<file path="src/rtl/rob_module_if.sv">
// Shared ROB types and the dispatch/write-back/issue/commit bundle around rob_module.
package rob_pkg;
   typedef logic [3:0] nzcv_t;
   typedef enum logic [1:0] {FU_ALU, FU_MUL, FU_MEM, FU_BR} fu_t;
   typedef enum logic [3:0] {
      ALU_ADD, ALU_SUB, ALU_AND, ALU_ORR, ALU_EOR, ALU_LSL, ALU_LSR, ALU_MOV, ALU_CMP
   } alu_op_t;
endpackage

interface rob_module_if #(
   parameter int ROB_IDX_W = 3,
   parameter int DATA_W    = 64,
   parameter int REG_IDX_W = 5
);
   import rob_pkg::*;

   // dispatch from the register file
   logic                 in_rf_done;
   logic [REG_IDX_W-1:0] in_rf_dst;
   logic                 in_rf_set_nzcv;
   logic                 in_rf_src1_valid;
   logic                 in_rf_src2_valid;
   logic                 in_rf_nzcv_valid;
   logic [DATA_W-1:0]    in_rf_src1_value;
   logic [DATA_W-1:0]    in_rf_src2_value;
   logic [ROB_IDX_W-1:0] in_rf_src1_rob_index;
   logic [ROB_IDX_W-1:0] in_rf_src2_rob_index;
   logic [ROB_IDX_W-1:0] in_rf_nzcv_rob_index;
   nzcv_t                in_rf_nzcv;
   fu_t                  in_rf_fu_id;
   alu_op_t              in_rf_fu_op;
   logic                 out_rf_full;
   logic [ROB_IDX_W-1:0] out_rf_alloc_rob_index;

   // functional-unit result broadcast
   logic                 in_fu_done;
   logic [ROB_IDX_W-1:0] in_fu_rob_index;
   logic [DATA_W-1:0]    in_fu_value;
   nzcv_t                in_fu_nzcv;

   // resolved instruction to the reservation stations
   logic                 out_rs_done;
   logic [ROB_IDX_W-1:0] out_rs_rob_index;
   logic                 out_rs_src1_valid;
   logic                 out_rs_src2_valid;
   logic                 out_rs_nzcv_valid;
   logic [DATA_W-1:0]    out_rs_src1_value;
   logic [DATA_W-1:0]    out_rs_src2_value;
   logic [ROB_IDX_W-1:0] out_rs_src1_rob_index;
   logic [ROB_IDX_W-1:0] out_rs_src2_rob_index;
   logic [ROB_IDX_W-1:0] out_rs_nzcv_rob_index;
   nzcv_t                out_rs_nzcv;
   fu_t                  out_rs_fu_id;
   alu_op_t              out_rs_fu_op;

   // in-order commit back to the register file
   logic                 out_rf_should_commit;
   logic                 out_rf_set_nzcv;
   nzcv_t                out_rf_nzcv;
   logic [DATA_W-1:0]    out_rf_commit_value;
   logic [REG_IDX_W-1:0] out_rf_reg_index;
   logic [ROB_IDX_W-1:0] out_rf_commit_rob_index;

   // ROB side
   modport slave (
      input  in_rf_done, in_rf_dst, in_rf_set_nzcv,
             in_rf_src1_valid, in_rf_src2_valid, in_rf_nzcv_valid,
             in_rf_src1_value, in_rf_src2_value,
             in_rf_src1_rob_index, in_rf_src2_rob_index, in_rf_nzcv_rob_index,
             in_rf_nzcv, in_rf_fu_id, in_rf_fu_op,
             in_fu_done, in_fu_rob_index, in_fu_value, in_fu_nzcv,
      output out_rf_full, out_rf_alloc_rob_index,
             out_rs_done, out_rs_rob_index,
             out_rs_src1_valid, out_rs_src2_valid, out_rs_nzcv_valid,
             out_rs_src1_value, out_rs_src2_value,
             out_rs_src1_rob_index, out_rs_src2_rob_index, out_rs_nzcv_rob_index,
             out_rs_nzcv, out_rs_fu_id, out_rs_fu_op,
             out_rf_should_commit, out_rf_set_nzcv, out_rf_nzcv,
             out_rf_commit_value, out_rf_reg_index, out_rf_commit_rob_index
   );

   // environment side (register file, functional units, reservation stations)
   modport master (
      output in_rf_done, in_rf_dst, in_rf_set_nzcv,
             in_rf_src1_valid, in_rf_src2_valid, in_rf_nzcv_valid,
             in_rf_src1_value, in_rf_src2_value,
             in_rf_src1_rob_index, in_rf_src2_rob_index, in_rf_nzcv_rob_index,
             in_rf_nzcv, in_rf_fu_id, in_rf_fu_op,
             in_fu_done, in_fu_rob_index, in_fu_value, in_fu_nzcv,
      input  out_rf_full, out_rf_alloc_rob_index,
             out_rs_done, out_rs_rob_index,
             out_rs_src1_valid, out_rs_src2_valid, out_rs_nzcv_valid,
             out_rs_src1_value, out_rs_src2_value,
             out_rs_src1_rob_index, out_rs_src2_rob_index, out_rs_nzcv_rob_index,
             out_rs_nzcv, out_rs_fu_id, out_rs_fu_op,
             out_rf_should_commit, out_rf_set_nzcv, out_rf_nzcv,
             out_rf_commit_value, out_rf_reg_index, out_rf_commit_rob_index
   );
endinterface

</file>
<file path="src/rtl/rob_module.sv">
// Reorder buffer: allocates entries at dispatch, resolves operands against
// completed entries or a same-cycle result, collects results and commits in order.
module rob_module
   import rob_pkg::*;
#(
   parameter int ROB_IDX_W = 3,
   parameter int DATA_W    = 64,
   parameter int REG_IDX_W = 5
) (
   input logic        in_clk,
   input logic        in_rst_n,
   rob_module_if.slave bus
);
   localparam int                 DEPTH     = 1 << ROB_IDX_W;
   localparam logic [ROB_IDX_W:0] DEPTH_CNT = (ROB_IDX_W+1)'(DEPTH);

   // entry status (reset) and payload (no reset, only read once done/busy)
   logic [DEPTH-1:0]     r_busy;
   logic [DEPTH-1:0]     r_done;
   logic [REG_IDX_W-1:0] r_dst     [DEPTH];
   logic                 r_set_nzcv[DEPTH];
   logic [DATA_W-1:0]    r_value   [DEPTH];
   nzcv_t                r_nzcv    [DEPTH];

   logic [ROB_IDX_W-1:0] r_head;
   logic [ROB_IDX_W-1:0] r_tail;
   logic [ROB_IDX_W:0]   r_count;

   logic                 w_full;
   logic                 w_accept;
   logic                 w_commit;
   logic                 w_wb;

   logic                 w_src1_valid;
   logic                 w_src2_valid;
   logic                 w_nzcv_valid;
   logic [DATA_W-1:0]    w_src1_value;
   logic [DATA_W-1:0]    w_src2_value;
   nzcv_t                w_nzcv;

   // full comes from the pre-edge count, so a commit never frees a slot
   // for a dispatch in the same cycle
   assign w_full   = (r_count == DEPTH_CNT);
   assign w_accept = bus.in_rf_done & ~w_full;
   assign w_commit = (r_count != '0) & r_done[r_head];
   assign w_wb     = bus.in_fu_done & r_busy[bus.in_fu_rob_index]
                   & ~r_done[bus.in_fu_rob_index];

   assign bus.out_rf_full            = w_full;
   assign bus.out_rf_alloc_rob_index = r_tail;

   // src1: architectural value, else completed entry, else same-cycle broadcast
   always_comb begin
      w_src1_valid = bus.in_rf_src1_valid;
      w_src1_value = bus.in_rf_src1_value;
      if (!bus.in_rf_src1_valid) begin
         w_src1_value = '0;
         if (r_done[bus.in_rf_src1_rob_index]) begin
            w_src1_valid = 1'b1;
            w_src1_value = r_value[bus.in_rf_src1_rob_index];
         end else if (bus.in_fu_done && bus.in_fu_rob_index == bus.in_rf_src1_rob_index) begin
            w_src1_valid = 1'b1;
            w_src1_value = bus.in_fu_value;
         end
      end
   end

   // src2: same resolution order as src1
   always_comb begin
      w_src2_valid = bus.in_rf_src2_valid;
      w_src2_value = bus.in_rf_src2_value;
      if (!bus.in_rf_src2_valid) begin
         w_src2_value = '0;
         if (r_done[bus.in_rf_src2_rob_index]) begin
            w_src2_valid = 1'b1;
            w_src2_value = r_value[bus.in_rf_src2_rob_index];
         end else if (bus.in_fu_done && bus.in_fu_rob_index == bus.in_rf_src2_rob_index) begin
            w_src2_valid = 1'b1;
            w_src2_value = bus.in_fu_value;
         end
      end
   end

   // flags: same resolution order, using the nzcv half of each result
   always_comb begin
      w_nzcv_valid = bus.in_rf_nzcv_valid;
      w_nzcv       = bus.in_rf_nzcv;
      if (!bus.in_rf_nzcv_valid) begin
         w_nzcv = '0;
         if (r_done[bus.in_rf_nzcv_rob_index]) begin
            w_nzcv_valid = 1'b1;
            w_nzcv       = r_nzcv[bus.in_rf_nzcv_rob_index];
         end else if (bus.in_fu_done && bus.in_fu_rob_index == bus.in_rf_nzcv_rob_index) begin
            w_nzcv_valid = 1'b1;
            w_nzcv       = bus.in_fu_nzcv;
         end
      end
   end

   // status and pointers; done is left set after commit so a dispatch whose
   // register-file view still points at a just-committed entry resolves
   always_ff @(posedge in_clk or negedge in_rst_n) begin
      if (!in_rst_n) begin
         r_busy  <= '0;
         r_done  <= '0;
         r_head  <= '0;
         r_tail  <= '0;
         r_count <= '0;
      end else begin
         if (w_wb) r_done[bus.in_fu_rob_index] <= 1'b1;
         if (w_accept) begin
            r_busy[r_tail] <= 1'b1;
            r_done[r_tail] <= 1'b0;
            r_tail         <= r_tail + 1'b1;
         end
         if (w_commit) begin
            r_busy[r_head] <= 1'b0;
            r_head         <= r_head + 1'b1;
         end
         case ({w_accept, w_commit})
            2'b10:   r_count <= r_count + 1'b1;
            2'b01:   r_count <= r_count - 1'b1;
            default: r_count <= r_count;
         endcase
      end
   end

   // entry payload captured at dispatch and at write-back
   always_ff @(posedge in_clk) begin
      if (w_accept) begin
         r_dst[r_tail]      <= bus.in_rf_dst;
         r_set_nzcv[r_tail] <= bus.in_rf_set_nzcv;
      end
      if (w_wb) begin
         r_value[bus.in_fu_rob_index] <= bus.in_fu_value;
         r_nzcv[bus.in_fu_rob_index]  <= bus.in_fu_nzcv;
      end
   end

   // registered issue to the reservation stations, one-cycle pulse per dispatch
   always_ff @(posedge in_clk or negedge in_rst_n) begin
      if (!in_rst_n) begin
         bus.out_rs_done           <= 1'b0;
         bus.out_rs_rob_index      <= '0;
         bus.out_rs_src1_valid     <= 1'b0;
         bus.out_rs_src2_valid     <= 1'b0;
         bus.out_rs_nzcv_valid     <= 1'b0;
         bus.out_rs_src1_value     <= '0;
         bus.out_rs_src2_value     <= '0;
         bus.out_rs_src1_rob_index <= '0;
         bus.out_rs_src2_rob_index <= '0;
         bus.out_rs_nzcv_rob_index <= '0;
         bus.out_rs_nzcv           <= '0;
         bus.out_rs_fu_id          <= FU_ALU;
         bus.out_rs_fu_op          <= ALU_ADD;
      end else begin
         bus.out_rs_done <= w_accept;
         if (w_accept) begin
            bus.out_rs_rob_index      <= r_tail;
            bus.out_rs_src1_valid     <= w_src1_valid;
            bus.out_rs_src2_valid     <= w_src2_valid;
            bus.out_rs_nzcv_valid     <= w_nzcv_valid;
            bus.out_rs_src1_value     <= w_src1_value;
            bus.out_rs_src2_value     <= w_src2_value;
            bus.out_rs_src1_rob_index <= bus.in_rf_src1_rob_index;
            bus.out_rs_src2_rob_index <= bus.in_rf_src2_rob_index;
            bus.out_rs_nzcv_rob_index <= bus.in_rf_nzcv_rob_index;
            bus.out_rs_nzcv           <= w_nzcv;
            bus.out_rs_fu_id          <= bus.in_rf_fu_id;
            bus.out_rs_fu_op          <= bus.in_rf_fu_op;
         end
      end
   end

   // registered commit port; payload holds between commit pulses
   always_ff @(posedge in_clk or negedge in_rst_n) begin
      if (!in_rst_n) begin
         bus.out_rf_should_commit    <= 1'b0;
         bus.out_rf_set_nzcv         <= 1'b0;
         bus.out_rf_nzcv             <= '0;
         bus.out_rf_commit_value     <= '0;
         bus.out_rf_reg_index        <= '0;
         bus.out_rf_commit_rob_index <= '0;
      end else begin
         bus.out_rf_should_commit <= w_commit;
         if (w_commit) begin
            bus.out_rf_set_nzcv         <= r_set_nzcv[r_head];
            bus.out_rf_nzcv             <= r_nzcv[r_head];
            bus.out_rf_commit_value     <= r_value[r_head];
            bus.out_rf_reg_index        <= r_dst[r_head];
            bus.out_rf_commit_rob_index <= r_head;
         end
      end
   end

endmodule

</file>
<file path="src/flat_wrapper.sv">
// flat-port wrapper written by rule: the top's interface ports become plain ports
module rob_module_flat import rob_pkg::*;
#(
   parameter int ROB_IDX_W = 3,
   parameter int DATA_W    = 64,
   parameter int REG_IDX_W = 5
)
  (in_clk, in_rst_n, bus_in_rf_done, bus_in_rf_dst, bus_in_rf_set_nzcv, bus_in_rf_src1_valid, bus_in_rf_src2_valid, bus_in_rf_nzcv_valid, bus_in_rf_src1_value, bus_in_rf_src2_value, bus_in_rf_src1_rob_index, bus_in_rf_src2_rob_index, bus_in_rf_nzcv_rob_index, bus_in_rf_nzcv, bus_in_rf_fu_id, bus_in_rf_fu_op, bus_in_fu_done, bus_in_fu_rob_index, bus_in_fu_value, bus_in_fu_nzcv, bus_out_rf_full, bus_out_rf_alloc_rob_index, bus_out_rs_done, bus_out_rs_rob_index, bus_out_rs_src1_valid, bus_out_rs_src2_valid, bus_out_rs_nzcv_valid, bus_out_rs_src1_value, bus_out_rs_src2_value, bus_out_rs_src1_rob_index, bus_out_rs_src2_rob_index, bus_out_rs_nzcv_rob_index, bus_out_rs_nzcv, bus_out_rs_fu_id, bus_out_rs_fu_op, bus_out_rf_should_commit, bus_out_rf_set_nzcv, bus_out_rf_nzcv, bus_out_rf_commit_value, bus_out_rf_reg_index, bus_out_rf_commit_rob_index);
  rob_module_if #(.ROB_IDX_W(ROB_IDX_W), .DATA_W(DATA_W), .REG_IDX_W(REG_IDX_W)) bus_i ();
  input logic in_clk;
  input logic in_rst_n;
  input wire logic [$bits(bus_i.in_rf_done)-1:0] bus_in_rf_done;
  input wire logic [$bits(bus_i.in_rf_dst)-1:0] bus_in_rf_dst;
  input wire logic [$bits(bus_i.in_rf_set_nzcv)-1:0] bus_in_rf_set_nzcv;
  input wire logic [$bits(bus_i.in_rf_src1_valid)-1:0] bus_in_rf_src1_valid;
  input wire logic [$bits(bus_i.in_rf_src2_valid)-1:0] bus_in_rf_src2_valid;
  input wire logic [$bits(bus_i.in_rf_nzcv_valid)-1:0] bus_in_rf_nzcv_valid;
  input wire logic [$bits(bus_i.in_rf_src1_value)-1:0] bus_in_rf_src1_value;
  input wire logic [$bits(bus_i.in_rf_src2_value)-1:0] bus_in_rf_src2_value;
  input wire logic [$bits(bus_i.in_rf_src1_rob_index)-1:0] bus_in_rf_src1_rob_index;
  input wire logic [$bits(bus_i.in_rf_src2_rob_index)-1:0] bus_in_rf_src2_rob_index;
  input wire logic [$bits(bus_i.in_rf_nzcv_rob_index)-1:0] bus_in_rf_nzcv_rob_index;
  input wire logic [$bits(bus_i.in_rf_nzcv)-1:0] bus_in_rf_nzcv;
  input wire logic [$bits(bus_i.in_rf_fu_id)-1:0] bus_in_rf_fu_id;
  input wire logic [$bits(bus_i.in_rf_fu_op)-1:0] bus_in_rf_fu_op;
  input wire logic [$bits(bus_i.in_fu_done)-1:0] bus_in_fu_done;
  input wire logic [$bits(bus_i.in_fu_rob_index)-1:0] bus_in_fu_rob_index;
  input wire logic [$bits(bus_i.in_fu_value)-1:0] bus_in_fu_value;
  input wire logic [$bits(bus_i.in_fu_nzcv)-1:0] bus_in_fu_nzcv;
  output wire logic [$bits(bus_i.out_rf_full)-1:0] bus_out_rf_full;
  output wire logic [$bits(bus_i.out_rf_alloc_rob_index)-1:0] bus_out_rf_alloc_rob_index;
  output wire logic [$bits(bus_i.out_rs_done)-1:0] bus_out_rs_done;
  output wire logic [$bits(bus_i.out_rs_rob_index)-1:0] bus_out_rs_rob_index;
  output wire logic [$bits(bus_i.out_rs_src1_valid)-1:0] bus_out_rs_src1_valid;
  output wire logic [$bits(bus_i.out_rs_src2_valid)-1:0] bus_out_rs_src2_valid;
  output wire logic [$bits(bus_i.out_rs_nzcv_valid)-1:0] bus_out_rs_nzcv_valid;
  output wire logic [$bits(bus_i.out_rs_src1_value)-1:0] bus_out_rs_src1_value;
  output wire logic [$bits(bus_i.out_rs_src2_value)-1:0] bus_out_rs_src2_value;
  output wire logic [$bits(bus_i.out_rs_src1_rob_index)-1:0] bus_out_rs_src1_rob_index;
  output wire logic [$bits(bus_i.out_rs_src2_rob_index)-1:0] bus_out_rs_src2_rob_index;
  output wire logic [$bits(bus_i.out_rs_nzcv_rob_index)-1:0] bus_out_rs_nzcv_rob_index;
  output wire logic [$bits(bus_i.out_rs_nzcv)-1:0] bus_out_rs_nzcv;
  output wire logic [$bits(bus_i.out_rs_fu_id)-1:0] bus_out_rs_fu_id;
  output wire logic [$bits(bus_i.out_rs_fu_op)-1:0] bus_out_rs_fu_op;
  output wire logic [$bits(bus_i.out_rf_should_commit)-1:0] bus_out_rf_should_commit;
  output wire logic [$bits(bus_i.out_rf_set_nzcv)-1:0] bus_out_rf_set_nzcv;
  output wire logic [$bits(bus_i.out_rf_nzcv)-1:0] bus_out_rf_nzcv;
  output wire logic [$bits(bus_i.out_rf_commit_value)-1:0] bus_out_rf_commit_value;
  output wire logic [$bits(bus_i.out_rf_reg_index)-1:0] bus_out_rf_reg_index;
  output wire logic [$bits(bus_i.out_rf_commit_rob_index)-1:0] bus_out_rf_commit_rob_index;
  assign bus_i.in_rf_done = bus_in_rf_done;
  assign bus_i.in_rf_dst = bus_in_rf_dst;
  assign bus_i.in_rf_set_nzcv = bus_in_rf_set_nzcv;
  assign bus_i.in_rf_src1_valid = bus_in_rf_src1_valid;
  assign bus_i.in_rf_src2_valid = bus_in_rf_src2_valid;
  assign bus_i.in_rf_nzcv_valid = bus_in_rf_nzcv_valid;
  assign bus_i.in_rf_src1_value = bus_in_rf_src1_value;
  assign bus_i.in_rf_src2_value = bus_in_rf_src2_value;
  assign bus_i.in_rf_src1_rob_index = bus_in_rf_src1_rob_index;
  assign bus_i.in_rf_src2_rob_index = bus_in_rf_src2_rob_index;
  assign bus_i.in_rf_nzcv_rob_index = bus_in_rf_nzcv_rob_index;
  assign bus_i.in_rf_nzcv = bus_in_rf_nzcv;
  assign bus_i.in_rf_fu_id = bus_in_rf_fu_id;
  assign bus_i.in_rf_fu_op = bus_in_rf_fu_op;
  assign bus_i.in_fu_done = bus_in_fu_done;
  assign bus_i.in_fu_rob_index = bus_in_fu_rob_index;
  assign bus_i.in_fu_value = bus_in_fu_value;
  assign bus_i.in_fu_nzcv = bus_in_fu_nzcv;
  assign bus_out_rf_full = bus_i.out_rf_full;
  assign bus_out_rf_alloc_rob_index = bus_i.out_rf_alloc_rob_index;
  assign bus_out_rs_done = bus_i.out_rs_done;
  assign bus_out_rs_rob_index = bus_i.out_rs_rob_index;
  assign bus_out_rs_src1_valid = bus_i.out_rs_src1_valid;
  assign bus_out_rs_src2_valid = bus_i.out_rs_src2_valid;
  assign bus_out_rs_nzcv_valid = bus_i.out_rs_nzcv_valid;
  assign bus_out_rs_src1_value = bus_i.out_rs_src1_value;
  assign bus_out_rs_src2_value = bus_i.out_rs_src2_value;
  assign bus_out_rs_src1_rob_index = bus_i.out_rs_src1_rob_index;
  assign bus_out_rs_src2_rob_index = bus_i.out_rs_src2_rob_index;
  assign bus_out_rs_nzcv_rob_index = bus_i.out_rs_nzcv_rob_index;
  assign bus_out_rs_nzcv = bus_i.out_rs_nzcv;
  assign bus_out_rs_fu_id = bus_i.out_rs_fu_id;
  assign bus_out_rs_fu_op = bus_i.out_rs_fu_op;
  assign bus_out_rf_should_commit = bus_i.out_rf_should_commit;
  assign bus_out_rf_set_nzcv = bus_i.out_rf_set_nzcv;
  assign bus_out_rf_nzcv = bus_i.out_rf_nzcv;
  assign bus_out_rf_commit_value = bus_i.out_rf_commit_value;
  assign bus_out_rf_reg_index = bus_i.out_rf_reg_index;
  assign bus_out_rf_commit_rob_index = bus_i.out_rf_commit_rob_index;
  rob_module #(.ROB_IDX_W(ROB_IDX_W), .DATA_W(DATA_W), .REG_IDX_W(REG_IDX_W)) u_core (.in_clk(in_clk), .in_rst_n(in_rst_n), .bus(bus_i));
endmodule
</file>
<file path="config.mk">
export PLATFORM = sky130hd
export DESIGN_NAME = rob_module_flat
export DESIGN_NICKNAME = d
export VERILOG_FILES = /design/src/rtl/rob_module_if.sv /design/src/rtl/rob_module.sv /design/src/flat_wrapper.sv
export SDC_FILE = /design/constraint.sdc
export NUM_CORES = 1
export LEC_CHECK = 0
export CAP_MARGIN = 5
export CORE_MARGIN = 5
export CORE_UTILIZATION = 40
export DETAILED_ROUTE_END_ITERATION = 10
export GPL_ROUTABILITY_DRIVEN = 0
export PLACE_DENSITY_LB_ADDON = 0.05
export SLEW_MARGIN = 30
export SYNTH_ARGS = -nofsm -noshare
export SYNTH_HDL_FRONTEND = slang
export SYNTH_SLANG_ARGS = --single-unit
</file>
<file path="constraint.sdc">
create_clock -name in_clk -period 7.3 [get_ports in_clk]
set_input_delay 1.825 -clock in_clk [delete_from_list [all_inputs] [get_ports in_clk]]
set_output_delay 1.825 -clock in_clk [all_outputs]
set_load 0.03 [all_outputs]
</file>
==> results by group <==
Synthesis
  – Ys flop type: edfxtp_1
  – Top-count cell post-synth: edfxtp_1
  – Fraction of registers with async set/reset: 30.35%
  – Multiplexer share of the synthesized area: 29.35%
  – Largest family of logic cells by synthesized area: multiplexers
  – Unique masters post-synth: 48
  – Synthesis Warnings: 0
  – Xor and xnor area share after synthesis: 0.3660%
  – Top post-synthesis cells by count: 592 x edfxtp_1, 415 x mux4_2, 271 x a21oi_1
  – Cell Area, Synth: 0.04308 mm^2
  – Leading area contributor after synthesis: edfxtp_1
  – Syn nets: 2911
  – Avg Inst Size Synth: 16.10 um^2
  – Simple logic cell fraction of the synthesized area: 4.793%
  – Post-synth EDFFs: 592
  – Register area share after synthesis: 56.26%
  – Synth Area in Adders: 0.1452%
  – Synth Instances: 2675
  – Post-synth top area share: 41.27%
  – Compound-Gate Fraction of Synth Area: 6.355%
  – #FFs+latches synth: 850
  – Top cells by area, synth: edfxtp_1 41%, mux4_2 22%, dfrtp_1 15%

Clock network
  – Clk_lat worst skew: 0.66 ns
  – Clk root buf: clkbuf_16
  – CTS tree: built
  – Max clock buf depth: 3
  – CTS resizes: 0
  – Clock-pin slew on the worst setup and hold paths: 0.06 ns
  – TritonCTS Buffers: 97
  – CTS Hold Bufs: 0
  – Clock tree sinks: 850
  – Htree depth: 3
  – Post-CTS setup buffer count: 0

Timing
  – Clk_skew: 0.01561 ns
  – Worst Max-Slew Pin Slew: 1.062 ns
  – Final hold violations: 0
  – RSZ-0062 raised after global routing: false
  – Max-slew headroom: 28.97%
  – Final period demand of the worst path: 4.808 ns
  – Slew Viols, Final: 0
  – Max Freq: 0.2080 GHz
  – Final period utilization: 65.86%
  – Final setup vio count: 0

Global routing
  – Largest net degree at the start of global routing: 114
  – GRT Total Usage: 24.94%
  – Total gr overflow: 0
  – Initial antenna violation count: 7
  – Vias in the first global route: 30390
  – First-pass GRT wire length: 211.8 mm

Critical path
  – Top delay family on crit path: simple AND/OR/NAND/NOR gates
  – CP peak stage delay: 0.97 ns
  – Critical path type: reg -> out
  – Crit-path slowest cell: or4b_4
  – CP Max Fanout: 69
  – Startpoint types: register
  – Critical path, cell by cell: or4b_4 > inv_1 > clkdlybuf4s50_1
  – CP Buf/Inv Count: 2
  – Crit path DAT: 2.98 ns
  – CP Data Required Time: 5.48 ns
  – Crit. End Element: primary output

Die
  – IO Count: 467
  – Initial Utilization: 40.24%
  – Rows: 120
  – Core Footprint: 0.1071 mm^2
  – Die area: 0.1144 mm^2
  – Die X: 338.2 um
  – Die height: 338.2 um

Job
  – Max-cap violations: 0

Detailed routing
  – Final wirelength: 145.7 mm
  – Number of remaining DRC errors: 0
  – Via/cell ratio: 6.194
  – DRT Pass-1 Iters: 5
  – Drt first-iter violations: 2256
  – Routed Antenna Nets: 0
  – DR vias: 28120
  – DR WL/cell: 32.10 um

Finish
  – Non-filler instance count after layout: 4540
  – Finished Cell Area: 0.05254 mm^2
  – Final nets: 3286
  – P&R area growth vs syn: 21.97%
  – Share of layout cells above drive strength 1: 28.24%

Placement
  – Dpl hpwl: 89.09 mm
  – Post-Place Cell Area: 0.04908 mm^2
  – # port buffers: 466
  – Dpl cells: 4354

Pwr
  – Leakage: 18.63 nW
  – Pwr/cell area: 359.4 mW/mm^2
  – Total Power: 18.88 mW
  – Worst VDD drop: 0.2420 mV

Min path
  – Min-delay worst type: reg -> reg

Status
  – Status: finished, final reports clean
## metrics by stage
stage          utilization, %  setup TNS, ns  worst slack (ns)  hold slack (ns)
3_3_place_gp            45.67              0             2.170           0.4581
6_report                49.08              0             2.492           0.4764
5_1_grt                 49.07              0             2.414           0.4879
2_1_floorplan               -        -130.81           -0.9619           0.4566
3_5_place_dp            45.85              0             2.264           0.4623
4_1_cts                 49.06              0             2.468           0.4773
## sequential cells by signal, summed over array words and instances, names as in the netlist, 4 cells and up
name                            count
u_core.r_done                       8
u_core.bus.out_rs_fu_op             4
u_core.r_dst                       40
u_core.bus.out_rs_src1_value       64
u_core.bus.out_rs_src2_value       64
u_core.r_value                    512
u_core.bus.out_rf_commit_value     64
u_core.bus.out_rf_reg_index         5
u_core.r_count                      4
u_core.bus.out_rf_nzcv              4
u_core.r_busy                       8
u_core.r_set_nzcv                   8
u_core.bus.out_rs_nzcv              4
u_core.r_nzcv                      32
## final timing paths
kind,end,startpoint,depth (start not counted),slack (ns)
max,bus_out_rf_full,u_core.r_count[2]$_DFFE_PN0P_,3,2.49
min,u_core.bus.out_rs_fu_op[3]$_DFFE_PN0N_,u_core.bus.out_rs_fu_op[3]$_DFFE_PN0N_,2,0.48
max reg2reg,u_core.bus.out_rf_commit_value[25]$_DFFE_PN0N_,u_core.r_head[2]$_DFFE_PN0N_,7,3.00
min reg2reg,u_core.bus.out_rs_fu_op[3]$_DFFE_PN0N_,u_core.bus.out_rs_fu_op[3]$_DFFE_PN0N_,2,0.48
max in group asynchronous,u_core.r_head[0]$_DFFE_PN0N_,in_rst_n,2,4.97
min in group asynchronous,u_core.bus.out_rf_commit_value[59]$_DFFE_PN0N_,in_rst_n,1,1.04
## power breakdown
| group | switching (mW) | internal (mW) | total, mW |
|---|---|---|---|
| sequential | 0.689 | 5.91 | 6.60 |
| combinational | 3.80 | 3.25 | 7.05 |
| clock | 2.03 | 3.20 | 5.23 |
## tightest hold or removal path: cells and delay by family, from the launching register on
kind,cells,cell delay [ns]
simple gates,2,0.10
flops,1,0.34
## layout make-up
type,count,area (um^2)
flip-flops and latches,850,24240
fillers,9047,54510
well taps,1403,1755
multi-input cells,1571,17750
inverters,5,21.27
clock buffers,127,2778
clock inverters,56,661.9
repair buffers,525,5318
diodes,3,7.507
## layout by cell type (no fill, tap or decap), drive strengths merged, types with 10 or more instances in the layout
cell type        n
edfxtp         592
mux4           415
a21oi          271
xnor2           11
a211o          132
nor3            70
clkbuf         127
buf             69
and4            66
clkdlybuf4s50  456
mux2           217
nor2b           10
mux2i           85
nand2          202
nor2            19
bufinv          15
clkinv          36
dfrtp          258
## per-layer routing
| metal | wire length, um | vias to the layer above | GRT usage (%) | share of wire [%] |
|---|---|---|---|---|
| met3 | 9219 | 235 | 5.013 | 6.3 |
| met5 | 27 | - | 0 | 0.019 |
| li1 | - | 11700 | - | - |
| met1 | 60190 | 15080 | 33.44 | 41 |
| met4 | 4224 | 4 | 7.251 | 2.9 |
| met2 | 72070 | 1103 | 41.56 | 49 |
## kinds of logic (layout without fill, tap and decap cells)
kind of cell,count (synthesis),after routing
multiplexers,717,717
XOR/XNOR,18,18
adder cells (fa/ha/maj),5,5
buffers and inverters,254,713
AO/OA/AOI/OAI,429,429
other,0,3
flip-flops,850,850
AND/OR/NAND/NOR,402,402
(Power assumes the default switching activity.)
